==> src/rtl/pa_fpu_fmau_issue_ctrl.sv <==
// -----------------------------------------------------------------------------
// pa_fpu_fmau_issue_ctrl
//
// Issue / pipeline control for the FPU fused multiply-add unit (FMAU).
// The FMAU datapath keeps its own copies of the EX2..EX4 valid bits. This block
// keeps mirror copies of them, updated with exactly the same rules, and uses
// them to produce:
//   - the EX1 issue select towards the FMAU,
//   - the per-stage stall and EX2 cancel signals,
//   - arbitration of the single FPU write-back port between EX4, EX3 and EX2,
//   - the EX1 completion and debug-busy indications towards RTU/HAD.
//
// Ports
//   forever_cpuclk            free-running core clock
//   cpurst_b                  asynchronous active-low reset
//   cp0_fpu_icg_en            clock-gate module enable (1 = keep clock running)
//   cp0_yy_clk_en             clock-gate global enable
//   pad_yy_icg_scan_en        clock-gate scan override
//   idu_fpu_ex1_inst_vld      EX1 instruction valid
//   idu_fpu_ex1_gateclk_vld   EX1 valid used only for clock gating
//   idu_fpu_ex1_inst_vld_dp   duplicated EX1 valid (timing copy)
//   idu_fpu_ex1_eu_sel[2:0]   execution-unit one-hot, bit 1 selects the FMAU
//   rtu_xx_ex1_cancel         kill the instruction in EX1
//   rtu_fpu_ex2_cancel        flush the instruction in EX2
//   rtu_fpu_wb_stall          write-back port busy this cycle
//   fmau_fpu_ex1_cmplt        FMAU reports EX1 completion
//   fmau_fpu_ex1_denorm_stall FMAU holds EX1 one cycle for a denormal operand
//   fmau_fpu_id_reg_set       FMAU re-issue cycle after a denormal hold
//   fmau_fpu_ex2_special_cmplt EX2 result produced early (special operands)
//   fmau_fpu_ex3_result_vld   EX3 result ready (non-accumulating op)
//   ctrl_fmau_ex1_sel         FMAU issue select
//   ctrl_fmau_ex1_sel_gate    FMAU issue select for clock gating
//   ctrl_xx_ex1_cmplt_dp      duplicated completion qualifier
//   ctrl_xx_ex1..4_stall      per-stage stall to the FMAU
//   ctrl_xx_ex2_cancel        EX2 flush to the FMAU
//   fpu_idu_ex1_stall         EX1 stall back to the issue unit
//   fpu_rtu_ex1_cmplt         EX1 completion to retire unit
//   fpu_rtu_wb_vld            write-back valid
//   fpu_rtu_wb_src[2:0]       write-back source one-hot {EX4,EX3,EX2}
//   fpu_had_busy              any FMAU instruction still in flight
// -----------------------------------------------------------------------------
module pa_fpu_fmau_issue_ctrl (
    input  logic       forever_cpuclk,
    input  logic       cpurst_b,
    input  logic       cp0_fpu_icg_en,
    input  logic       cp0_yy_clk_en,
    input  logic       pad_yy_icg_scan_en,
    input  logic       idu_fpu_ex1_inst_vld,
    input  logic       idu_fpu_ex1_gateclk_vld,
    input  logic       idu_fpu_ex1_inst_vld_dp,
    input  logic [2:0] idu_fpu_ex1_eu_sel,
    input  logic       rtu_xx_ex1_cancel,
    input  logic       rtu_fpu_ex2_cancel,
    input  logic       rtu_fpu_wb_stall,
    input  logic       fmau_fpu_ex1_cmplt,
    input  logic       fmau_fpu_ex1_denorm_stall,
    input  logic       fmau_fpu_id_reg_set,
    input  logic       fmau_fpu_ex2_special_cmplt,
    input  logic       fmau_fpu_ex3_result_vld,
    output logic       ctrl_fmau_ex1_sel,
    output logic       ctrl_fmau_ex1_sel_gate,
    output logic       ctrl_xx_ex1_cmplt_dp,
    output logic       ctrl_xx_ex1_stall,
    output logic       ctrl_xx_ex2_stall,
    output logic       ctrl_xx_ex3_stall,
    output logic       ctrl_xx_ex4_stall,
    output logic       ctrl_xx_ex2_cancel,
    output logic       fpu_idu_ex1_stall,
    output logic       fpu_rtu_ex1_cmplt,
    output logic       fpu_rtu_wb_vld,
    output logic [2:0] fpu_rtu_wb_src,
    output logic       fpu_had_busy
);

    // Mirror copies of the FMAU stage valids.
    logic r_ex2_vld;
    logic r_ex3_vld;
    logic r_ex4_vld;

    logic w_ex3_mac;
    logic w_wb4_req;
    logic w_wb3_req;
    logic w_wb2_req;
    logic w_wb_any;
    logic w_ex2_local_en;
    logic w_ex3_local_en;
    logic w_ex4_local_en;
    logic w_ex2_clk_en;
    logic w_ex3_clk_en;
    logic w_ex4_clk_en;

    // -------------------------------------------------------------------------
    // EX1 issue select
    // -------------------------------------------------------------------------
    assign ctrl_fmau_ex1_sel      = idu_fpu_ex1_inst_vld    & idu_fpu_ex1_eu_sel[1];
    assign ctrl_fmau_ex1_sel_gate = idu_fpu_ex1_gateclk_vld & idu_fpu_ex1_eu_sel[1];
    assign ctrl_xx_ex1_cmplt_dp   = idu_fpu_ex1_inst_vld_dp;

    // -------------------------------------------------------------------------
    // Write-back arbitration
    // -------------------------------------------------------------------------
    // An instruction still valid in EX3 without a result is an accumulating
    // (mac) op that must continue to EX4.
    assign w_ex3_mac = r_ex3_vld & ~fmau_fpu_ex3_result_vld;

    assign w_wb4_req = r_ex4_vld;
    assign w_wb3_req = fmau_fpu_ex3_result_vld;
    assign w_wb2_req = r_ex2_vld & fmau_fpu_ex2_special_cmplt & ~rtu_fpu_ex2_cancel;
    assign w_wb_any  = w_wb4_req | w_wb3_req | w_wb2_req;

    assign fpu_rtu_wb_vld = w_wb_any & ~rtu_fpu_wb_stall;

    // Fixed priority: the oldest instruction (deepest stage) wins the port.
    always_comb begin
        fpu_rtu_wb_src = 3'b000;
        if (fpu_rtu_wb_vld) begin
            if (w_wb4_req) begin
                fpu_rtu_wb_src = 3'b100;
            end else if (w_wb3_req) begin
                fpu_rtu_wb_src = 3'b010;
            end else begin
                fpu_rtu_wb_src = 3'b001;
            end
        end
    end

    // -------------------------------------------------------------------------
    // Stall cascade, EX4 back to EX1
    // -------------------------------------------------------------------------
    // A stage stalls when its own result loses the port, or when it has to
    // move forward into a stage that is itself stalled.
    assign ctrl_xx_ex4_stall = r_ex4_vld & rtu_fpu_wb_stall;

    assign ctrl_xx_ex3_stall = r_ex3_vld
                             & ((w_wb3_req & (rtu_fpu_wb_stall | w_wb4_req))
                              | (w_ex3_mac & ctrl_xx_ex4_stall));

    // A special result completes in EX2 and never enters EX3, so it does not
    // care about an EX3 stall.
    assign ctrl_xx_ex2_stall = r_ex2_vld
                             & ((w_wb2_req & (rtu_fpu_wb_stall | w_wb4_req | w_wb3_req))
                              | (~fmau_fpu_ex2_special_cmplt & ctrl_xx_ex3_stall));

    assign ctrl_xx_ex1_stall  = fmau_fpu_ex1_denorm_stall | ctrl_xx_ex2_stall;
    assign fpu_idu_ex1_stall  = ctrl_fmau_ex1_sel & ctrl_xx_ex1_stall;
    assign ctrl_xx_ex2_cancel = rtu_fpu_ex2_cancel & r_ex2_vld;
    assign fpu_rtu_ex1_cmplt  = fmau_fpu_ex1_cmplt & ~ctrl_xx_ex2_stall & ~rtu_xx_ex1_cancel;

    // fmau_fpu_id_reg_set covers the re-issue cycle after a denormal hold,
    // when no stage valid is set yet but the unit is still busy.
    assign fpu_had_busy = r_ex2_vld | r_ex3_vld | r_ex4_vld | fmau_fpu_id_reg_set;

    // -------------------------------------------------------------------------
    // Clock-gate enables
    // -------------------------------------------------------------------------
    // Same enable function as the gated clock cells feeding the FMAU stage
    // registers: a stage only clocks while something can enter or leave it,
    // unless the module gate is disabled or scan forces the clock on.
    assign w_ex2_local_en = ctrl_fmau_ex1_sel_gate | r_ex2_vld;
    assign w_ex3_local_en = r_ex2_vld | r_ex3_vld;
    assign w_ex4_local_en = r_ex3_vld | r_ex4_vld;

    assign w_ex2_clk_en = (cp0_yy_clk_en & (cp0_fpu_icg_en | w_ex2_local_en)) | pad_yy_icg_scan_en;
    assign w_ex3_clk_en = (cp0_yy_clk_en & (cp0_fpu_icg_en | w_ex3_local_en)) | pad_yy_icg_scan_en;
    assign w_ex4_clk_en = (cp0_yy_clk_en & (cp0_fpu_icg_en | w_ex4_local_en)) | pad_yy_icg_scan_en;

    // -------------------------------------------------------------------------
    // EX1 -> EX2
    // -------------------------------------------------------------------------
    // A flush wins over a stall: the instruction leaves EX2 even if held.
    always_ff @(posedge forever_cpuclk or negedge cpurst_b) begin
        if (!cpurst_b) begin
            r_ex2_vld <= 1'b0;
        end else if (w_ex2_clk_en) begin
            if (rtu_fpu_ex2_cancel) begin
                r_ex2_vld <= 1'b0;
            end else if (!ctrl_xx_ex2_stall) begin
                r_ex2_vld <= ctrl_fmau_ex1_sel & ~rtu_xx_ex1_cancel & ~ctrl_xx_ex1_stall;
            end
        end
    end

    // -------------------------------------------------------------------------
    // EX2 -> EX3
    // -------------------------------------------------------------------------
    always_ff @(posedge forever_cpuclk or negedge cpurst_b) begin
        if (!cpurst_b) begin
            r_ex3_vld <= 1'b0;
        end else if (w_ex3_clk_en) begin
            if (!ctrl_xx_ex3_stall) begin
                r_ex3_vld <= r_ex2_vld & ~ctrl_xx_ex2_cancel
                           & ~fmau_fpu_ex2_special_cmplt & ~ctrl_xx_ex2_stall;
            end
        end
    end

    // -------------------------------------------------------------------------
    // EX3 -> EX4
    // -------------------------------------------------------------------------
    always_ff @(posedge forever_cpuclk or negedge cpurst_b) begin
        if (!cpurst_b) begin
            r_ex4_vld <= 1'b0;
        end else if (w_ex4_clk_en) begin
            if (!ctrl_xx_ex4_stall) begin
                r_ex4_vld <= w_ex3_mac & ~ctrl_xx_ex3_stall;
            end
        end
    end

endmodule

==> config.mk <==
export PLATFORM = sky130hd
export DESIGN_NAME = pa_fpu_fmau_issue_ctrl
export DESIGN_NICKNAME = d
export VERILOG_FILES = /design/src/rtl/pa_fpu_fmau_issue_ctrl.sv
export SDC_FILE = /design/constraint.sdc
export NUM_CORES = 1
export LEC_CHECK = 0
export CORE_AREA = 5 5 42 44
export DETAILED_ROUTE_END_ITERATION = 8
export DIE_AREA = 0 0 47 49
export PLACE_DENSITY_LB_ADDON = 0.2
export REMOVE_ABC_BUFFERS = 1
export SLEW_MARGIN = 20
export SYNTH_ARGS = -nofsm -noshare
export SYNTH_HDL_FRONTEND = slang
export SYNTH_SLANG_ARGS = --single-unit
==> constraint.sdc <==
create_clock -name forever_cpuclk -period 3.6 [get_ports forever_cpuclk]
set_clock_uncertainty 0.1 [all_clocks]
set_input_delay 0.72 -clock forever_cpuclk [delete_from_list [all_inputs] [get_ports forever_cpuclk]]
set_output_delay 0.72 -clock forever_cpuclk [all_outputs]
set_load 0.05 [all_outputs]
# == After elaboration in Yosys (flattened, before gate mapping) ==
# Index checks and enable logic that the tools add are counted.
# totals
wordCells,66
in_bits,19
reg_bits,3
# op_classes
eq_ne,1
n_reduce_logical,3
muxes,5
bitwise_logic,54
# op_table
operator,n
$and 1x1->1,26
$or 1x1->1,18
$not 1->1,10
$mux 3,2
$reduce_and 2->1,3
$mux 1,2
$mux 2,1
$ne 2x2->1 const B,1

# == Longest topological paths before layout ==
# Gate-level depths: netlist (run 1).
# logic_depth
depth_word,13
depth_mapped,4
depth_no_buf,4

# == Worst setup path before layout (run 1) ==
# OpenSTA, ideal clock, no wires.
# synth_timing
path_type,input-to-output
start,in fmau_fpu_ex3_result_vld
end,out fpu_rtu_ex1_cmplt
setup_slack_ps,-5
path_buffers,0
t_arrival_ps,2785
stages,4
cell_sequence,maj3_2 > and3b_1 > o21a_1 > nor3b_1
# synth_between
elab_chain_cells,11
word_cells_on_any_way,14
cone_classes,bitwise (14)
# synth_rtl
element,line,rtl
from (decl),59,"input logic fmau_fpu_ex3_result_vld,"
$not 1->1,104,assign w_ex3_mac = r_ex3_vld & ~fmau_fpu_ex3_result_vld;
$and 1x1->1,104,
$and 1x1->1,136,| (w_ex3_mac & ctrl_xx_ex4_stall));
$or 1x1->1,136,
$and 1x1->1,135,& ((w_wb3_req & (rtu_fpu_wb_stall | w_wb4_req))
$and 1x1->1,142,| (~fmau_fpu_ex2_special_cmplt & ctrl_xx_ex3_stall));
$or 1x1->1 (*),142,
$and 1x1->1 (*),141,& ((w_wb2_req & (rtu_fpu_wb_stall | w_wb4_req | w_wb3_req))
named net ctrl_xx_ex2_stall,64,"output logic ctrl_xx_ex2_stall,"
$not 1->1 (*),147,assign fpu_rtu_ex1_cmplt = fmau_fpu_ex1_cmplt & ~ctrl_xx_ex2_stall & ~rtu_xx_ex1_cancel;
$and 1x1->1 (*) (2 in a row),147,
to (decl),69,"output logic fpu_rtu_ex1_cmplt,"
# The timed path passes the listed nets; every way through them passes the cells marked *.

# == Final worst setup path (run 1) ==
# layout_timing
start,in rtu_fpu_wb_stall
end,out fpu_rtu_ex1_cmplt
# layout_between
elab_chain_cells,10
word_cells_on_any_way,14
cone_classes,bitwise (14)
# layout_rtl
element,line,rtl
from (decl),54,"input logic rtu_fpu_wb_stall,"
$or 1x1->1 or $and 1x1->1 (tied branches),"135, 141, 132",
"$and 1x1->1, on equally long branches","135, 136",
$or 1x1->1,136,
$and 1x1->1,135,
$and 1x1->1,142,
$or 1x1->1 (*),142,
$and 1x1->1 (*),141,
$not 1->1 (*),147,
$and 1x1->1 (*) (2 in a row),147,
# Every way passes the cells marked *; elsewhere a longest branch is shown, timed or not.

==> impl_metrics.py, run 1 <==
metrics = {
    "die": {
        "io_pins": 34,
        "die_h_um": 49,
        "rows": 14,
        "dieArea_um2": 2303,
        "initial_core_util": 0.2232,
        "die_w_um": 47,
        "coreArea_um2": 1401,
    },
    "clocking": {
        "cts_buffer_depth": 2,
        "clock_latency_ns": 0.24,
        "root_buffer": "clkbuf_4",
        "cts.sinks": 3,
        "cts_tree": "done",
        "cts_resized": 0,
        "htree_levels": 1,
        "cts_setup_buffers": 0,
        "numCtsBuffers": 3,
        "ctsHoldBuffers": 0,
        "path_clk_slew_ns": 0.04,
    },
    "logic_synthesis": {
        "synth_warnings": 0,
        "syn_area_per_cell_um2": 8.232,
        "synthFlopType": "dfrtp_1",
        "synth_enable_flop_cells": 0,
        "synthXorXnorAreaFrac": 0,
        "synth_area_leaders": "dfrtp_1 (24%), and2_1 (8.0%), nor3b_1 (7.2%)",
        "postSynth.asyncResetShare": 1.000,
        "syn-cell-area_um2": 312.8,
        "syn_inst": 38,
        "ys_seq_area_frac": 0.2400,
        "synth.distinct_cells": 23,
        "synth_top_family_by_area": "simple AND/OR/NAND/NOR gates",
        "yosys.area_share.simple": 0.4600,
        "synthAdderAreaFrac": 0.03600,
        "synth_compound_area_frac": 0.2040,
        "yosys.area.top_type": "dfrtp_1",
        "ys_top_cells_by_count": "and2_1 (4), nor2_1 (4), a21oi_1 (3), dfrtp_1 (3), nor3b_1 (3)",
        "ys_ff_latch": 3,
        "yosys-mux-area-fraction": 0.03600,
        "yosysTopAreaCellShare": 0.2400,
    },
    "route": {
        "first_pass_iters": 2,
        "routed_wirelength_um": 996,
        "drc": 0,
        "first_iter_violations": 1,
        "dr_total_vias": 398,
        "routedWlPerCell_um": 11.58,
        "via_per_inst": 4.628,
        "ant_nets": 0,
    },
    "place": {
        "place_area_um2": 613.1,
        "dp.cells": 82,
        "numPortBuffers": 29,
        "place_congestion": 0.6903,
        "dp_hpwl_um": 829.1,
    },
    "final_layout": {
        "layout-drive-gt1-share": 0.2000,
        "syn2layout_area_growth_pct": 104.4,
        "nFillCells": 150,
        "diodes": 0,
        "layout.nets": 90,
        "design_area_um2": 639.4,
        "multi_input_area_um2": 230.2,
        "regArea_um2": 75.07,
        "instances_no_fill": 86,
    },
    "worst_setup_path": {
        "crit_cells": 6,
        "crit_start": "rtu_fpu_wb_stall",
        "worstPathCellList": "clkdlybuf4s50_1 -> maj3_2 -> and3b_1 -> o21a_1 -> nor3b_1 -> buf_12",
        "endpoint": "fpu_rtu_ex1_cmplt",
        "reg2reg_to": "r_ex3_vld$_DFFE_PN0P_",
        "critPathTopFamily": "buffers and inverters",
        "slowest_delay_ns": 0.50,
        "rrSetupSlack_ns": 1.95,
        "slowest_stage": "clkdlybuf4s50_1",
        "worstReg2RegStart": "r_ex4_vld$_DFFE_PN0P_",
        "reg2reg_depth": 4,
        "end_kind": "primary output",
        "crit_arrival_ns": 2.47,
        "path_max_fanout": 7,
        "cp.required_ns": 2.78,
        "critical_path_class": "primary input to primary output",
        "crit_path_start_kind": "primary input",
        "path_buf_inv": 2,
    },
    "global_route": {
        "grt_pass1_wl_um": 1662,
        "overflow": 0,
        "grt_use_total": 0.1022,
        "grt_pass1_vias": 412,
        "grt_max_degree": 10,
        "antenna_found_initial": 0,
    },
    "power_and_ir_drop": {
        "combPwrFrac": 0.389,
        "power_density_nw_per_um2": 245.0,
        "power_frac_seq": 0.227,
        "peakVddDrop_uv": 131.5,
        "switching_power_mw": 0.05038,
        "sw_frac_of_total": 0.3216,
        "leakage_nw": 0.2708,
        "p_total_mw": 0.1566,
        "p_int_mw": 0.1063,
        "p_clk_frac": 0.384,
    },
    "timing": {
        "setup_viol_count_final": 0,
        "finalCritPeriodShare": 0.9136,
        "report.final.slew_viol_count": 0,
        "period_needed_ns": 3.289,
        "hold_viol_final": 0,
        "max_slew.worst_pin.slew_ns": 0.5057,
        "max_freq_ghz": 0.3041,
        "relSlewSlack": 0.6618,
        "rsz0062_at_grt": "no",
    },
    "status": {
        "outcome": "complete, no violations",
    },
    "hold_path": {
        "hold_class": "flip-flop to flip-flop",
    },
    "flow_run": {
        "maxCapViolations": 0,
    },
}
[how the worst min path moves through the flow]
stage          cells past startpoint  slack [ns]                    end                   from
6_report                           2        0.50  r_ex4_vld$_DFFE_PN0P_  r_ex3_vld$_DFFE_PN0P_
5_1_grt                            1        0.54  r_ex2_vld$_DFFE_PN0P_               cpurst_b
4_1_cts                            2        0.51  r_ex4_vld$_DFFE_PN0P_  r_ex3_vld$_DFFE_PN0P_
3_5_place_dp                       2        0.51  r_ex4_vld$_DFFE_PN0P_  r_ex3_vld$_DFFE_PN0P_
3_3_place_gp                       1        0.50  r_ex3_vld$_DFFE_PN0P_  r_ex3_vld$_DFFE_PN0P_
2_1_floorplan                      0        0.32  r_ex2_vld$_DFFE_PN0P_               cpurst_b
[logic make-up after synthesis]
family / count (synthesis)
flops: 3
compound gates: 10
fa+ha+maj: 1
mux: 1
buf+inv: 1
simple gates: 22
[power by group through the flow]
stage / combinational (mW) / clock [mW] / sequential, mW
final: 0.0609 / 0.0602 / 0.0356
after global routing: 0.0649 / 0.0704 / 0.0357
after CTS: 0.0615 / 0.0644 / 0.0355
after detailed placement: 0.0614 / 0 / 0.0360
after global placement: 0.0613 / 0 / 0.0360
after floorplan: 0.0297 / 0 / 0.0357
[worst min-delay path, delay by kind of cell (launching register included)]
kind,cells,cell delay [ns]
AOI/OAI and AO/OA,1,0.06
and+or+nand+nor,1,0.09
DFF,1,0.41
[registers in the layout, indices dropped and copies added, names as in the netlist]
name and count:
r_ex3_vld 1, r_ex4_vld 1, r_ex2_vld 1
[layout by cell type, fill, tap and decap left out]
cell,count
clkbuf_1,1
a211o_1,2
clkdlybuf4s50_1,23
nand2b_1,1
nor2_1,4
or4b_1,1
o21ai_1,1
mux2_2,1
a21oi_1,3
and2_1,4
and3b_1,1
nor3b_1,3
nor3_1,1
or3_1,1
clkbuf_4,3
o21ai_0,2
o21a_1,1
nor2b_1,1
nand3b_1,1
or4_1,1
a221oi_1,1
and2_2,2
buf_12,1
maj3_2,1
and2b_2,1
buf_4,5
dfrtp_1,3
[stage by stage]
step	setup TNS [ns]	util	setup slack, ns	hold slack [ns]
5_1_grt	0	0.4563	0.2260	0.5438
3_3_place_gp	0	0.4375	0.2897	0.5002
6_report	0	0.4563	0.3111	0.5023
3_5_place_dp	0	0.4375	0.2987	0.5141
4_1_cts	0	0.4563	0.3002	0.5144
2_1_floorplan	-0.005226	-	-0.005226	0.3244
[area by class of cell]
type | count | share of cell area
timing repair buffer | 29 | 0.4501
sequential | 3 | 0.1174
multi-input combinational | 34 | 0.3601
tap | 16 | 0.03131
clock buffer | 4 | 0.04110
[routing by layer]
metal | share of wire | vias up | GRT usage
li1 | - | 206 | -
met1 | 0.42 | 167 | 0.1233
met2 | 0.45 | 22 | 0.1335
met3 | 0.12 | 3 | 0.06642
met4 | 0.0080 | 0 | 0.05530
met5 | 0 | - | 0
(Power assumes the default switching activity.)
==> run 2, diff against run 1 <==
- MAX_ROUTING_LAYER: unset -> met4
==> impl_metrics.py, run 2 (synthesis results as in run 1) <==
metrics = {
    "place": {
        "numPortBuffers": 29,
        "place_congestion": 0.6976,
        "place_area_um2": 613.1,
        "dp_hpwl_um": 829.1,
    },
    "clocking": {
        "root_buffer": "clkbuf_4",
        "cts_buffer_depth": 2,
        "cts_resized": 0,
        "ctsHoldBuffers": 0,
        "cts.sinks": 3,
        "clock_latency_ns": 0.24,
        "htree_levels": 1,
        "numCtsBuffers": 3,
        "path_clk_slew_ns": 0.04,
        "cts_tree": "done",
        "cts_setup_buffers": 0,
    },
    "worst_setup_path": {
        "path_buf_inv": 2,
        "end_kind": "primary output",
        "worstPathCellList": "clkdlybuf4s50_1 -> maj3_2 -> and3b_1 -> o21a_1 -> nor3b_1 -> buf_12",
        "critical_path_class": "primary input to primary output",
        "critPathTopFamily": "buffers and inverters",
        "crit_arrival_ns": 2.47,
        "slowest_stage": "clkdlybuf4s50_1",
        "path_max_fanout": 7,
        "cp.required_ns": 2.78,
        "slowest_delay_ns": 0.50,
        "crit_path_start_kind": "primary input",
    },
    "timing": {
        "rsz0062_at_grt": "no",
        "max_slew.worst_pin.slew_ns": 0.5090,
        "tns_ns": 0,
        "max_freq_ghz": 0.3041,
        "relSlewSlack": 0.6596,
        "finalCritPeriodShare": 0.9136,
        "period_needed_ns": 3.289,
        "setup_viol_count_final": 0,
        "report.final.slew_viol_count": 0,
        "hold_viol_final": 0,
        "whs_ns": 0.5023,
    },
    "global_route": {
        "grt_use_total": 0.1048,
        "overflow": 0,
        "antenna_found_initial": 0,
        "grt_pass1_vias": 411,
        "grt_max_degree": 10,
        "grt_pass1_wl_um": 1662,
    },
    "die": {
        "initial_core_util": 0.2232,
        "rows": 14,
        "coreArea_um2": 1401,
        "die_w_um": 47,
        "dieArea_um2": 2303,
        "die_h_um": 49,
        "io_pins": 34,
    },
    "route": {
        "met2WireLength_um": 447,
        "routed_wirelength_um": 997,
        "via_per_inst": 4.628,
        "ant_nets": 0,
        "drt-met1-wl_um": 433,
        "first_pass_iters": 2,
        "met3WireLength_um": 108,
        "first_iter_violations": 1,
        "drc": 0,
        "dr_total_vias": 398,
        "routedWlPerCell_um": 11.59,
        "top_layer": "met4",
    },
    "final_layout": {
        "final_cell_mix": "clkdlybuf4s50_1 (23), buf_4 (5), nor2_1 (4), and2_1 (4)",
        "diodes": 0,
        "nFillCells": 150,
        "largestRegisters": "r_ex2_vld x1, r_ex3_vld x1, r_ex4_vld x1",
        "multi_input_area_um2": 230.2,
        "syn2layout_area_growth_pct": 104.4,
        "design_area_um2": 639.4,
        "layout-drive-gt1-share": 0.2000,
        "layout.nets": 90,
        "layout_commonest_cell": "clkdlybuf4s50_1",
        "regArea_um2": 75.07,
        "fin_util": 0.4563,
    },
    "power_and_ir_drop": {
        "peakVddDrop_uv": 131.5,
        "p_total_mw": 0.1567,
        "power_density_nw_per_um2": 245.0,
        "leakage_nw": 0.2708,
    },
    "flow_run": {
        "maxCapViolations": 0,
    },
    "status": {
        "outcome": "complete, no violations",
    },
    "hold_path": {
        "hold_class": "flip-flop to flip-flop",
    },
}
## run 2: cell counts in the layout (fill, tap and decap cells not counted)
No cell type changed its count.
## run 2: worst min-delay path, stage by stage, from the launching register on
cell and delay [ns]:
dfrtp_1 0.41, nand2b_1 0.09, o21ai_0 0.06
## run 2: final timing paths
kind                                       start                    end  slack, ns  cells past startpoint
max                             rtu_fpu_wb_stall      fpu_rtu_ex1_cmplt       0.31                      6
max in group asynchronous               cpurst_b  r_ex3_vld$_DFFE_PN0P_       2.69                      1
min                        r_ex3_vld$_DFFE_PN0P_  r_ex4_vld$_DFFE_PN0P_       0.50                      2
min reg2reg                r_ex3_vld$_DFFE_PN0P_  r_ex4_vld$_DFFE_PN0P_       0.50                      2
min in group asynchronous               cpurst_b  r_ex2_vld$_DFFE_PN0P_       0.56                      1
max reg2reg                r_ex4_vld$_DFFE_PN0P_  r_ex3_vld$_DFFE_PN0P_       1.95                      4
## run 2: power breakdown
part	total [mW]	internal (mW)	switching, mW	leakage, nW
registers	0.0356	0.0345	0.00110	0.0417
clock network	0.0602	0.0416	0.0185	0.0150
logic	0.0609	0.0302	0.0308	0.214
## run 2: cell type report
type                    instances  share of cell area
repair buffers                 29              0.4501
multi-input cells              34              0.3601
flip-flops and latches          3              0.1174
clock buffers                   4             0.04110
well taps                      16             0.03131
## run 2: per-stage QoR
step | setup slack (ns) | std cells
floorplan | -0.005226 | 37
CTS | 0.3002 | 86
global route | 0.2260 | 86
detailed placement | 0.2987 | 82
global placement | 0.2897 | 82
finish | 0.3111 | 86
## run 2: routing by layer
metal  GRT usage  vias to the layer above
li1            -                      206
met1      0.1278                      167
met2      0.1335                       22
met3     0.05904                        3
met4     0.05530                        0
met5           -                        -
==> run 3, diff against run 2 <==
- DONT_BUFFER_PORTS: unset -> 1
==> impl_metrics.py, run 3 (synthesis results as in run 1) <==
metrics = {
    "status": {
        "outcome": "complete, no violations",
    },
    "worst_setup_path": {
        "worstPathCellList": "maj3_2 -> and3b_1 -> a211o_1 -> and2_1",
        "critical_path_class": "primary input to primary output",
        "slowest_delay_ns": 0.51,
        "rrSetupSlack_ns": 1.70,
        "end_kind": "primary output",
        "worstReg2RegStart": "r_ex4_vld$_DFFE_PN0P_",
        "slowest_stage": "a211o_1",
        "cp.required_ns": 2.78,
        "crit_arrival_ns": 2.13,
        "reg2reg_to": "r_ex2_vld$_DFFE_PN0P_",
        "reg2reg_depth": 4,
        "crit_path_start_kind": "primary input",
        "path_max_fanout": 5,
    },
    "route": {
        "dr_total_vias": 307,
        "routedWlPerCell_um": 14.58,
        "ant_nets": 0,
        "first_pass_iters": 2,
        "routed_wirelength_um": 875,
        "first_iter_violations": 8,
        "via_per_inst": 5.117,
        "drc": 0,
    },
    "clocking": {
        "cts_resized": 0,
        "cts_setup_buffers": 0,
        "cts_buffer_depth": 2,
        "htree_levels": 1,
        "clock_latency_ns": 0.23,
        "cts_tree": "done",
        "ctsHoldBuffers": 0,
        "path_clk_slew_ns": 0.03,
        "cts.sinks": 3,
        "numCtsBuffers": 3,
        "root_buffer": "clkbuf_4",
    },
    "timing": {
        "setup_viol_count_final": 0,
        "max_freq_ghz": 0.3390,
        "rsz0062_at_grt": "no",
        "relSlewSlack": 0.4379,
        "max_slew.worst_pin.slew_ns": 0.8394,
        "report.final.slew_viol_count": 0,
        "period_needed_ns": 2.950,
        "finalCritPeriodShare": 0.8195,
        "hold_viol_final": 0,
        "tns_ns": 0,
    },
    "die": {
        "dieArea_um2": 2303,
        "coreArea_um2": 1401,
        "die_h_um": 49,
        "io_pins": 34,
        "rows": 14,
        "die_w_um": 47,
        "initial_core_util": 0.2232,
    },
    "global_route": {
        "grt_pass1_wl_um": 1587,
        "grt_pass1_vias": 362,
        "use_met2": 0.1222,
        "grt-busiest-layer": "met2",
        "grt_use_met1": 0.1189,
        "grt_use_met3": 0.04428,
        "grt_max_degree": 10,
        "grt_use_total": 0.09754,
        "overflow": 0,
        "antenna_found_initial": 0,
    },
    "final_layout": {
        "layout.nets": 64,
        "fin_util": 0.2741,
        "regArea_um2": 75.07,
        "nFillCells": 166,
        "syn2layout_area_growth_pct": 22.80,
        "final_cell_mix": "nor2_1 (4), and2_1 (4)",
        "largestRegisters": "r_ex2_vld x1, r_ex3_vld x1, r_ex4_vld x1",
        "multi_input_area_um2": 240.2,
        "diodes": 0,
        "layout-drive-gt1-share": 0.2955,
    },
    "hold_path": {
        "hold_class": "primary input to asynchronous set/reset pin",
    },
    "place": {
        "numPortBuffers": 0,
        "place_congestion": 0.7391,
        "dp_hpwl_um": 743.8,
    },
    "flow_run": {
        "maxCapViolations": 0,
    },
    "power_and_ir_drop": {
        "power_density_nw_per_um2": 327.1,
        "peakVddDrop_uv": 96.01,
        "leakage_nw": 0.1687,
    },
}
[run 3: final cells by class]
cell class | instances | share of cell area
flip-flops and latches | 3 | 0.1954
clock buffers | 4 | 0.06840
well taps | 16 | 0.05212
multi-input cells | 34 | 0.6254
repair buffers | 3 | 0.05863
[run 3: worst max-delay path by stage]
stage | from | endpoint | slack [ns] | cells past startpoint
finish | fmau_fpu_ex3_result_vld | fpu_idu_ex1_stall | 0.65 | 4
global route | r_ex4_vld$_DFFE_PN0P_ | fpu_idu_ex1_stall | 0.56 | 4
CTS | fmau_fpu_ex3_result_vld | fpu_idu_ex1_stall | 0.65 | 4
detailed placement | fmau_fpu_ex3_result_vld | fpu_idu_ex1_stall | 0.66 | 4
global placement | fmau_fpu_ex3_result_vld | fpu_idu_ex1_stall | 0.65 | 4
floorplan | fmau_fpu_ex3_result_vld | fpu_rtu_ex1_cmplt | -0.005 | 4
[run 3: stage by stage]
step,setup WS [ns],area (um2),hold slack [ns],power (mW),cells
CTS,0.6514,384.1,0.07707,0.1296,60
detailed placement,0.6589,357.8,0.3245,0.06951,56
finish,0.6497,384.1,0.08842,0.1257,60
floorplan,-0.005226,305.3,0.3244,0.06537,37
global route,0.5627,384.1,0.05969,0.1371,60
global placement,0.6489,357.8,0.3245,0.06968,56
[run 3: power breakdown]
group          internal [mW]  total (mW)  switching [mW]  leakage (nW)
logic                0.00906      0.0333          0.0242         0.112
clock network         0.0414      0.0567          0.0153        0.0150
registers             0.0345      0.0357         0.00116        0.0417
[run 3: worst max-delay path, delay by kind of cell]
family | cells | cell delay (ns)
fa+ha+maj | 1 | 0.29
compound gates | 1 | 0.51
simple gates | 2 | 0.61
[run 3: per-layer routing]
| metal | wire, um | vias to the layer above |
|---|---|---|
| li1 | - | 156 |
| met3 | 140 | 0 |
| met1 | 335 | 132 |
| met4 | 0 | 0 |
| met5 | 0 | - |
| met2 | 398 | 19 |
